## src/rtl/xfft_pkg.sv

```systemverilog
`default_nettype none
// ============================================================================
// Module   : xfft_pkg
// Brief    : Shared sizes, FSM encodings and config-word packing for the
//            XFFT bank sequencer.
// Revision : 1.0
// ============================================================================
package xfft_pkg;

  localparam int N         = 16;
  localparam int NFFT_LOG2 = 15;
  localparam int CFG_W     = 8;
  localparam int FRM_W     = 16;

  typedef logic [1:0] state_t;

  localparam state_t S_IDLE   = 2'd0;
  localparam state_t S_CFG    = 2'd1;
  localparam state_t S_STREAM = 2'd2;
  localparam state_t S_DRAIN  = 2'd3;

  // Bit 0 selects direction, the upper bits carry the scale schedule.
  function automatic logic [CFG_W-1:0] pack_cfg(input logic [CFG_W-2:0] scale,
                                                input logic             fwd_inv);
    return {scale, fwd_inv};
  endfunction

endpackage
`default_nettype wire

```

## src/rtl/xfft_cfg_issuer.sv

```systemverilog
`default_nettype none
// ============================================================================
// Module   : xfft_cfg_issuer
// Brief    : Per-core config valid mask; each core gets exactly one beat.
// Revision : 1.0
// ============================================================================
module xfft_cfg_issuer #(
  parameter int N = xfft_pkg::N
) (
  input  logic         clk,
  input  logic         rst,
  input  logic         load_i,
  input  logic [N-1:0] ready_i,
  output logic [N-1:0] valid_o,
  output logic         all_done_o
);

  logic [N-1:0] valid_q;
  logic [N-1:0] valid_d;
  logic [N-1:0] remain;

  always_comb begin
    remain  = valid_q & ~ready_i;
    valid_d = load_i ? {N{1'b1}} : remain;
  end

  always_ff @(posedge clk) begin
    if (rst) begin
      valid_q <= '0;
    end else begin
      valid_q <= valid_d;
    end
  end

  assign valid_o    = valid_q;
  // Looks at the post-handshake mask so the FSM can leave CFG on the last ack.
  assign all_done_o = (remain == '0);

endmodule
`default_nettype wire

```

## src/rtl/xfft_bank_ctrl.sv

```systemverilog
`default_nettype none
// ============================================================================
// Module   : xfft_bank_ctrl
// Brief    : Start/config/stream/drain sequencer for the parallel XFFT bank.
// Revision : 1.0
// ============================================================================
module xfft_bank_ctrl #(
  parameter int N         = xfft_pkg::N,
  parameter int NFFT_LOG2 = xfft_pkg::NFFT_LOG2,
  parameter int CFG_W     = xfft_pkg::CFG_W,
  parameter int FRM_W     = xfft_pkg::FRM_W
) (
  input  logic             aclk,
  input  logic             areset,
  input  logic             start_i,
  input  logic             stop_i,
  input  logic             fwd_inv_i,
  input  logic [CFG_W-2:0] scale_i,
  input  logic [FRM_W-1:0] nframes_i,
  output logic [CFG_W-1:0] m_axis_cfg_tdata,
  output logic [N-1:0]     m_axis_cfg_tvalid,
  input  logic [N-1:0]     m_axis_cfg_tready,
  input  logic             s_axis_tvalid,
  output logic             s_axis_tready,
  output logic             fft_tvalid,
  output logic             fft_tlast,
  input  logic             fft_out_tvalid,
  input  logic             fft_out_tlast,
  output logic             busy_o,
  output logic             done_o,
  output logic             err_o,
  output logic [FRM_W-1:0] frames_in_o,
  output logic [FRM_W-1:0] frames_out_o
);

  import xfft_pkg::*;

  state_t               state_q,     state_d;
  logic [CFG_W-1:0]     cfg_q,       cfg_d;
  logic [FRM_W-1:0]     nframes_q,   nframes_d;
  logic [FRM_W-1:0]     fin_q,       fin_d;
  logic [FRM_W-1:0]     fout_q,      fout_d;
  logic [NFFT_LOG2-1:0] cnt_q,       cnt_d;
  logic                 stop_pend_q, stop_pend_d;
  logic                 err_q,       err_d;

  logic cfg_load;
  logic cfg_all_done;
  logic beat;
  logic last_beat;
  logic out_last;
  logic frame_limit;

  xfft_cfg_issuer #(
    .N (N)
  ) u_cfg_issuer (
    .clk        (aclk),
    .rst        (areset),
    .load_i     (cfg_load),
    .ready_i    (m_axis_cfg_tready),
    .valid_o    (m_axis_cfg_tvalid),
    .all_done_o (cfg_all_done)
  );

  always_comb begin
    state_d     = state_q;
    cfg_d       = cfg_q;
    nframes_d   = nframes_q;
    fin_d       = fin_q;
    fout_d      = fout_q;
    cnt_d       = cnt_q;
    stop_pend_d = stop_pend_q;
    err_d       = err_q;
    cfg_load    = 1'b0;

    beat        = (state_q == S_STREAM) && s_axis_tvalid;
    last_beat   = beat && (cnt_q == '1);
    out_last    = fft_out_tvalid && fft_out_tlast;
    frame_limit = (nframes_q != '0) && ((fin_q + FRM_W'(1)) == nframes_q);

    // Output frames are tracked in every state so a stray tlast is always caught.
    if (out_last) begin
      if (fout_q < fin_q) begin
        fout_d = fout_q + FRM_W'(1);
      end else begin
        err_d = 1'b1;
      end
    end

    if (beat) begin
      cnt_d = cnt_q + NFFT_LOG2'(1);
    end
    if (last_beat && (fin_q != '1)) begin
      fin_d = fin_q + FRM_W'(1);
    end

    case (state_q)
      S_IDLE: begin
        if (start_i) begin
          state_d     = S_CFG;
          cfg_load    = 1'b1;
          cfg_d       = pack_cfg(scale_i, fwd_inv_i);
          nframes_d   = nframes_i;
          cnt_d       = '0;
          fin_d       = '0;
          fout_d      = '0;
          err_d       = 1'b0;
          stop_pend_d = 1'b0;
        end
      end
      S_CFG: begin
        if (stop_i) begin
          stop_pend_d = 1'b1;
        end
        if (cfg_all_done) begin
          state_d = (stop_i || stop_pend_q) ? S_DRAIN : S_STREAM;
        end
      end
      S_STREAM: begin
        if (last_beat) begin
          if (frame_limit || stop_pend_q || stop_i) begin
            state_d = S_DRAIN;
          end
        end else if (stop_i) begin
          // A stop between frames leaves at once; mid-frame it waits for tlast.
          if ((cnt_q == '0) && !beat) begin
            state_d = S_DRAIN;
          end else begin
            stop_pend_d = 1'b1;
          end
        end
      end
      S_DRAIN: begin
        if (fout_q == fin_q) begin
          state_d = S_IDLE;
        end
      end
      default: state_d = S_IDLE;
    endcase
  end

  always_ff @(posedge aclk) begin
    if (areset) begin
      state_q     <= S_IDLE;
      cfg_q       <= '0;
      nframes_q   <= '0;
      fin_q       <= '0;
      fout_q      <= '0;
      cnt_q       <= '0;
      stop_pend_q <= 1'b0;
      err_q       <= 1'b0;
    end else begin
      state_q     <= state_d;
      cfg_q       <= cfg_d;
      nframes_q   <= nframes_d;
      fin_q       <= fin_d;
      fout_q      <= fout_d;
      cnt_q       <= cnt_d;
      stop_pend_q <= stop_pend_d;
      err_q       <= err_d;
    end
  end

  assign m_axis_cfg_tdata = cfg_q;
  assign s_axis_tready    = (state_q == S_STREAM);
  assign fft_tvalid       = beat;
  assign fft_tlast        = last_beat;
  assign busy_o           = (state_q != S_IDLE);
  assign done_o           = (state_q == S_DRAIN) && (fout_q == fin_q);
  assign err_o            = err_q;
  assign frames_in_o      = fin_q;
  assign frames_out_o     = fout_q;

endmodule
`default_nettype wire

```

## config.mk

```make
export PLATFORM = sky130hd
export DESIGN_NAME = xfft_bank_ctrl
export DESIGN_NICKNAME = d
export VERILOG_FILES = /design/src/rtl/xfft_pkg.sv /design/src/rtl/xfft_cfg_issuer.sv /design/src/rtl/xfft_bank_ctrl.sv
export SDC_FILE = /design/constraint.sdc
export NUM_CORES = 1
export LEC_CHECK = 0
export CAP_MARGIN = 20
export CORE_ASPECT_RATIO = 0.8
export CORE_MARGIN = 2
export CORE_UTILIZATION = 55
export CTS_CLUSTER_SIZE = 14
export DETAILED_ROUTE_END_ITERATION = 7
export DONT_BUFFER_PORTS = 1
export PLACE_DENSITY = 0.7
export SLEW_MARGIN = 25
export SYNTH_ARGS = -nofsm -noshare
export SYNTH_HDL_FRONTEND = slang
export SYNTH_HIERARCHICAL = 1
export SYNTH_SLANG_ARGS = --single-unit
```

## constraint.sdc

```tcl
create_clock -name aclk -period 4.6 [get_ports aclk]
set_input_delay 0.92 -clock aclk [delete_from_list [all_inputs] [get_ports aclk]]
set_output_delay 0.92 -clock aclk [all_outputs]
set_load 0.01 [all_outputs]
```

==> impl_metrics.csv, run 1 <==
group,metric,value,unit
outcome,status,"completed",
min_path,hold_end,"nframes_q[14]",
cts,cts_tree,"built",
floorplan,die_area,9613,um^2
route,drc,0,
cts,cts_setup_buffers,0,
yosys,yosysUniqueCellTypes,53,
floorplan,initial_utilization,57.06,%
critical_path,r2r_slack,1.63,ns
cts,clock_path_buffers,2,
yosys,synth_edf_count,0,
critical_path,cpPeakStageDelay,0.61,ns
critical_path,critPathLaunchType,"register",
yosys,synthTopCellsByArea,"dfxtp_1 (37%), nand2_1 (6.4%), ha_1 (6.2%)",
yosys,ys_ff_latch,91,
min_path,min_from,"nframes_q[14]",
min_path,hold_class,"reg -> reg",
yosys,async_flop_share,0,%
flow_run,max_cap_violations,0,
route,ant_nets,0,
min_path,min_path_cells,2,
yosys,syn_inst,601,
cts,cts_resized,0,
yosys,avgSynthCellArea,8.090,um^2
critical_path,crit_chain,"inv_1 > ha_1 > nand4_1 > nor4_1 > and2_1",
timing,maxSlewViolCount,0,
global_routing,grt_first_pass_wirelength,17890,um
floorplan,ios,109,
timing,finalSetupViolCount,0,
floorplan,die_h,88.10,um
critical_path,r2r-end,"frames_out_o[12]",
yosys,yosysTopAreaCellShare,37.47,%
yosys,yosysSeqAreaShare,37.47,%
route,drt_iter0_markers,265,
global_routing,antenna_found_initial,0,
floorplan,row_count,30,
yosys,yosys_warnings,6,
global_routing,grt_use_total,23.79,%
power_and_ir_drop,leakagePower,1.858,nW
route,drt-wirelength-per-cell,15.69,um
critical_path,arrival,2.33,ns
cts,cts_max_level,3,
timing,rsz0062_at_grt,"false",
floorplan,die_w,109.1,um
yosys,synth_top_area_cell,"dfxtp_1",
timing,fin_skew,0.01295,ns
floorplan,core-area,8521,um^2
critical_path,critical_path.max_fanout,11,
placement,dp_hpwl,8344,um
timing,final.period_utilization,70.74,%
global_routing,grt_max_degree,49,
cts,cts-buffers-inserted,9,
global_routing,grt-ovfl-total,0,
critical_path,rr_worst_depth,9,
placement,gp_congestion,0.9099,
cells_and_area,nFillCells,783,
critical_path,critPathCaptureType,"output pin",
route,via_per_inst,5.837,
cells_and_area,antennaDiodeCount,0,
cts,clock_sinks,91,
critical_path,crit_required,3.68,ns
yosys,ys.flop_type,"dfxtp_1",
timing,setup_tns,0,ns
yosys,syn_nets,672,
cells_and_area,syn2layout_area_growth,5.121,%
timing,fmax,307.3,MHz
route,drtPass1Iterations,5,
route,wirelength,11050,um
critical_path,critical_path_class,"reg -> out",
cells_and_area,drive_above_1_share,5.743,%
global_routing,grt_pass1_vias,3718,
cts,clk_latency,0.37,ns
power_and_ir_drop,p_per_area,391.6,nW/um^2
yosys,synthTopCellsByCount,"dfxtp_1 (91), nand2_1 (83), nor2_1 (63)",
timing,finalCriticalPeriod,3.254,ns
timing,hold_violations,0,
yosys,netlist_area,4862,um^2
timing,finalWorstSetupSlack,1.346,ns
cts,clk_pin_slew,0.09,ns
critical_path,worst_path_max_delay_cell,"dfxtp_1",
critical_path,r2r-start,"frames_in_o[9]",
cells_and_area,final_util,59.99,%
cts,cts.hold.buffers_added,0,
timing,worst_pin_slew,0.8512,ns
power_and_ir_drop,vdd_drop_max,329.8,uV
yosys,synth_most_common_cell,"dfxtp_1",
cts,cts_root_buf,"clkbuf_8",
cells_and_area,nets,658,
placement,io_buffers,0,
timing,maxSlewHeadroom,43.12,%
route,vias,4109,
placement,pre_cts_slack,1.554,ns
## flip-flops by register name, summed over array words and instances (netlist names)
signal,cells
m_axis_cfg_tdata,8
frames_in_o,16
err_o,1
cnt_q,15
u_cfg_issuer/valid_o,16
state_q,2
stop_pend_q,1
frames_out_o,16
nframes_q,16
## final cells by class
| type | count | area, um^2 | share of cell area (%) |
|---|---|---|---|
| clock inverter | 5 | 62.56 | 1.224 |
| timing repair buffer | 3 | 22.52 | 0.4406 |
| inverter | 32 | 120.1 | 2.350 |
| clock buffer | 11 | 141.4 | 2.766 |
| sequential | 91 | 1822 | 35.64 |
| tap | 112 | 140.1 | 2.742 |
| multi-input combinational | 450 | 2803 | 54.83 |
## through the flow
step	instance area (um^2)	instances	power (mW)	hold slack, ns
3_5_place_dp	4907	688	1.463	0.4726
5_1_grt	5111	704	2.118	0.5118
6_report	5111	704	2.002	0.4806
3_3_place_gp	4907	688	1.452	0.4676
2_1_floorplan	4862	601	1.363	0.4607
4_1_cts	5111	704	2.020	0.4851
## critical path, delay by kind of cell, from the launching register on
kind | cells | cell delay (ns)
and+or+nand+nor | 3 | 0.85
adders and majority gates | 1 | 0.33
buffers and inverters | 1 | 0.17
DFF | 1 | 0.61
## worst max path at each step
stage,start,to,slack [ns],depth (start not counted)
global placement,s_axis_tvalid,frames_in_o[15],1.68,7
finish,frames_in_o[5],done_o,1.35,5
detailed placement,s_axis_tvalid,frames_in_o[15],1.55,7
CTS,frames_in_o[5],done_o,1.27,5
global route,frames_in_o[5],done_o,1.18,5
floorplan,s_axis_tvalid,fft_tlast,1.90,4
## layer usage
metal	global-route usage [%]	part of all wire, %	vias to the layer above
met1	32.33	47	1899
met2	36.25	45	132
li1	-	-	2069
met5	0	0	-
met3	7.292	7.2	9
met4	7.459	0.90	0
## kinds of logic (layout without fill, tap and decap cells)
family / Yosys count / count (layout) / share of synthesized area [%]
buf+inv: 60 / 51 / 4.889
fa+ha+maj: 24 / 24 / 6.176
mux: 7 / 7 / 1.441
flops: 91 / 91 / 37.47
compound gates: 93 / 93 / 12.02
xor+xnor: 52 / 52 / 9.367
simple gates: 274 / 274 / 28.64
## power breakdown
| part | total, mW | internal (mW) | switching, mW | leakage [nW] |
|---|---|---|---|---|
| sequential | 0.978 | 0.879 | 0.0994 | 0.741 |
| clock | 0.557 | 0.268 | 0.289 | 0.0957 |
| combinational | 0.467 | 0.178 | 0.289 | 1.02 |
## cells in the final DEF (no fill, tap or decap), types with 17 or more instances in the layout
cell / count
a21oi_1: 51
nand3_1: 17
xor2_1: 19
inv_1: 30
nor2_1: 63
nand2_1: 83
dfxtp_1: 91
nand4_1: 24
xnor2_1: 33
ha_1: 24
Power figures use the tool's default switching activity.
==> run 2, diff against run 1 <==
==> constraint.sdc (replaced) <==
create_clock -name aclk -period 3.35 [get_ports aclk]
set_input_delay 0.67 -clock aclk [delete_from_list [all_inputs] [get_ports aclk]]
set_output_delay 0.67 -clock aclk [all_outputs]
set_load 0.01 [all_outputs]
==> impl_metrics.csv, run 2 (synthesis gave the netlist of run 1 again) <==
group,metric,value,unit
cells_and_area,syn2layout_area_growth,6.330,%
floorplan,row_count,30,
min_path,hold_class,"in -> reg",
route,drc,0,
floorplan,initial_utilization,57.06,%
floorplan,die_area,9613,um^2
cts,cts_max_level,3,
timing,setup_tns,0,ns
route,via_per_inst,5.759,
critical_path,arrival,2.37,ns
placement,dp_hpwl,8368,um
timing,fmax,328.6,MHz
cells_and_area,final_common_cell,"dfxtp_1",
cells_and_area,nets,663,
timing,finalWorstSetupSlack,0.3067,ns
min_path,min_from,"areset",
cts,cts.hold.buffers_added,0,
route,ant_nets,0,
floorplan,die_h,88.10,um
min_path,hold_end,"u_cfg_issuer/valid_o[3]",
flow_run,max_cap_violations,0,
route,drtPass1Iterations,5,
floorplan,ios,109,
critical_path,r2r-start,"frames_in_o[0]",
route,drt-wirelength-per-cell,15.90,um
cts,cts_tree,"built",
timing,whs,0.3588,ns
timing,hold_violations,0,
power_and_ir_drop,p_total,2.825,mW
critical_path,cpPeakStageDelay,0.48,ns
critical_path,critical_path_class,"reg -> out",
global_routing,antenna_found_initial,0,
outcome,status,"completed",
global_routing,grt_pass1_vias,3794,
global_routing,grt_first_pass_wirelength,18300,um
global_routing,grt-ovfl-total,0,
critical_path,rr_worst_depth,8,
min_path,min_path_cells,1,
cts,cts-buffers-inserted,9,
power_and_ir_drop,p_per_area,546.5,nW/um^2
timing,fin_skew,0.01210,ns
route,vias,4083,
cts,cts_resized,0,
timing,rsz0062_at_grt,"false",
timing,finalSetupViolCount,0,
critical_path,r2r_slack,0.49,ns
placement,pre_cts_slack,0.5484,ns
cells_and_area,final_cells,709,
critical_path,cpMostUsedCell,"inv_1",
power_and_ir_drop,leakagePower,1.900,nW
cts,clk_pin_slew,0.10,ns
placement,io_buffers,0,
cts,clk_latency,0.37,ns
cts,cts_root_buf,"clkbuf_8",
placement,gp_congestion,0.9384,
timing,finalCriticalPeriod,3.043,ns
timing,final.period_utilization,90.84,%
cells_and_area,final_area,5170,um^2
critical_path,critPathCaptureType,"output pin",
global_routing,grt_max_degree,49,
critical_path,crit_required,2.68,ns
critical_path,path_buf_inv,2,
critical_path,r2r-end,"state_q[1]",
global_routing,grt_use_total,24.28,%
floorplan,die_w,109.1,um
cts,cts_setup_buffers,0,
cells_and_area,antennaDiodeCount,0,
timing,maxSlewHeadroom,48.91,%
critical_path,crit_chain,"inv_1 > ha_1 > nand2_1 > nor4_2 > nand4_1 > inv_1",
cells_and_area,final_util,60.68,%
critical_path,worst_path_max_delay_cell,"nor4_2",
cells_and_area,final_cell_mix,"dfxtp_1 (91), nand2_1 (83), nor2_1 (63)",
cts,clock_sinks,91,
timing,worst_pin_slew,0.7663,ns
floorplan,core-area,8521,um^2
power_and_ir_drop,vdd_drop_max,371.4,uV
critical_path,critical_path.max_fanout,6,
placement,post_dp_cell_area,4945,um^2
cts,clock_path_buffers,2,
route,wirelength,11280,um
timing,maxSlewViolCount,0,
cells_and_area,drive_above_1_share,6.533,%
route,drt_iter0_markers,305,
placement,dp_cells,693,
critical_path,cp_top_family,"simple AND/OR/NAND/NOR gates",
critical_path,critPathLaunchType,"register",
## run 2: final cells by class
type,instances,area [um^2]
timing repair buffer,8,60.06
sequential,91,1822
clock inverter,6,97.59
inverter,32,120.1
clock buffer,10,127.6
fill,765,3351
tap,112,140.1
multi-input combinational,450,2803
## run 2: layer usage
layer | routed length (um) | vias to the layer above | global-route usage (%)
met2 | 5004 | 137 | 37.94
met5 | 0 | - | 0
li1 | - | 2073 | -
met4 | 204 | 0 | 7.226
met3 | 870 | 25 | 7.961
met1 | 5195 | 1848 | 32.11
## run 2: power breakdown
group	leakage, nW	internal [mW]	switching [mW]
clock network	0.113	0.431	0.403
registers	0.741	1.21	0.135
logic	1.05	0.249	0.401
total	1.90	1.89	0.938
## run 2: worst max path at each step
stage                    from                to  slack [ns]  cells past startpoint
2_1_floorplan  frames_in_o[9]  frames_out_o[12]        0.65                     10
3_3_place_gp   frames_in_o[0]        state_q[1]        0.62                      8
3_5_place_dp   frames_in_o[1]  frames_out_o[10]        0.55                      9
4_1_cts            state_q[0]         fft_tlast        0.29                      6
5_1_grt            state_q[0]         fft_tlast        0.17                      6
6_report           state_q[0]         fft_tlast        0.31                      6
## run 2: worst reg2reg max path: cells and delay by family, from the launching register on
kind / cells / cell delay, ns
flops: 1 / 0.58
compound gates: 3 / 0.65
xor+xnor: 1 / 0.19
fa+ha+maj: 1 / 0.35
simple gates: 3 / 1.00
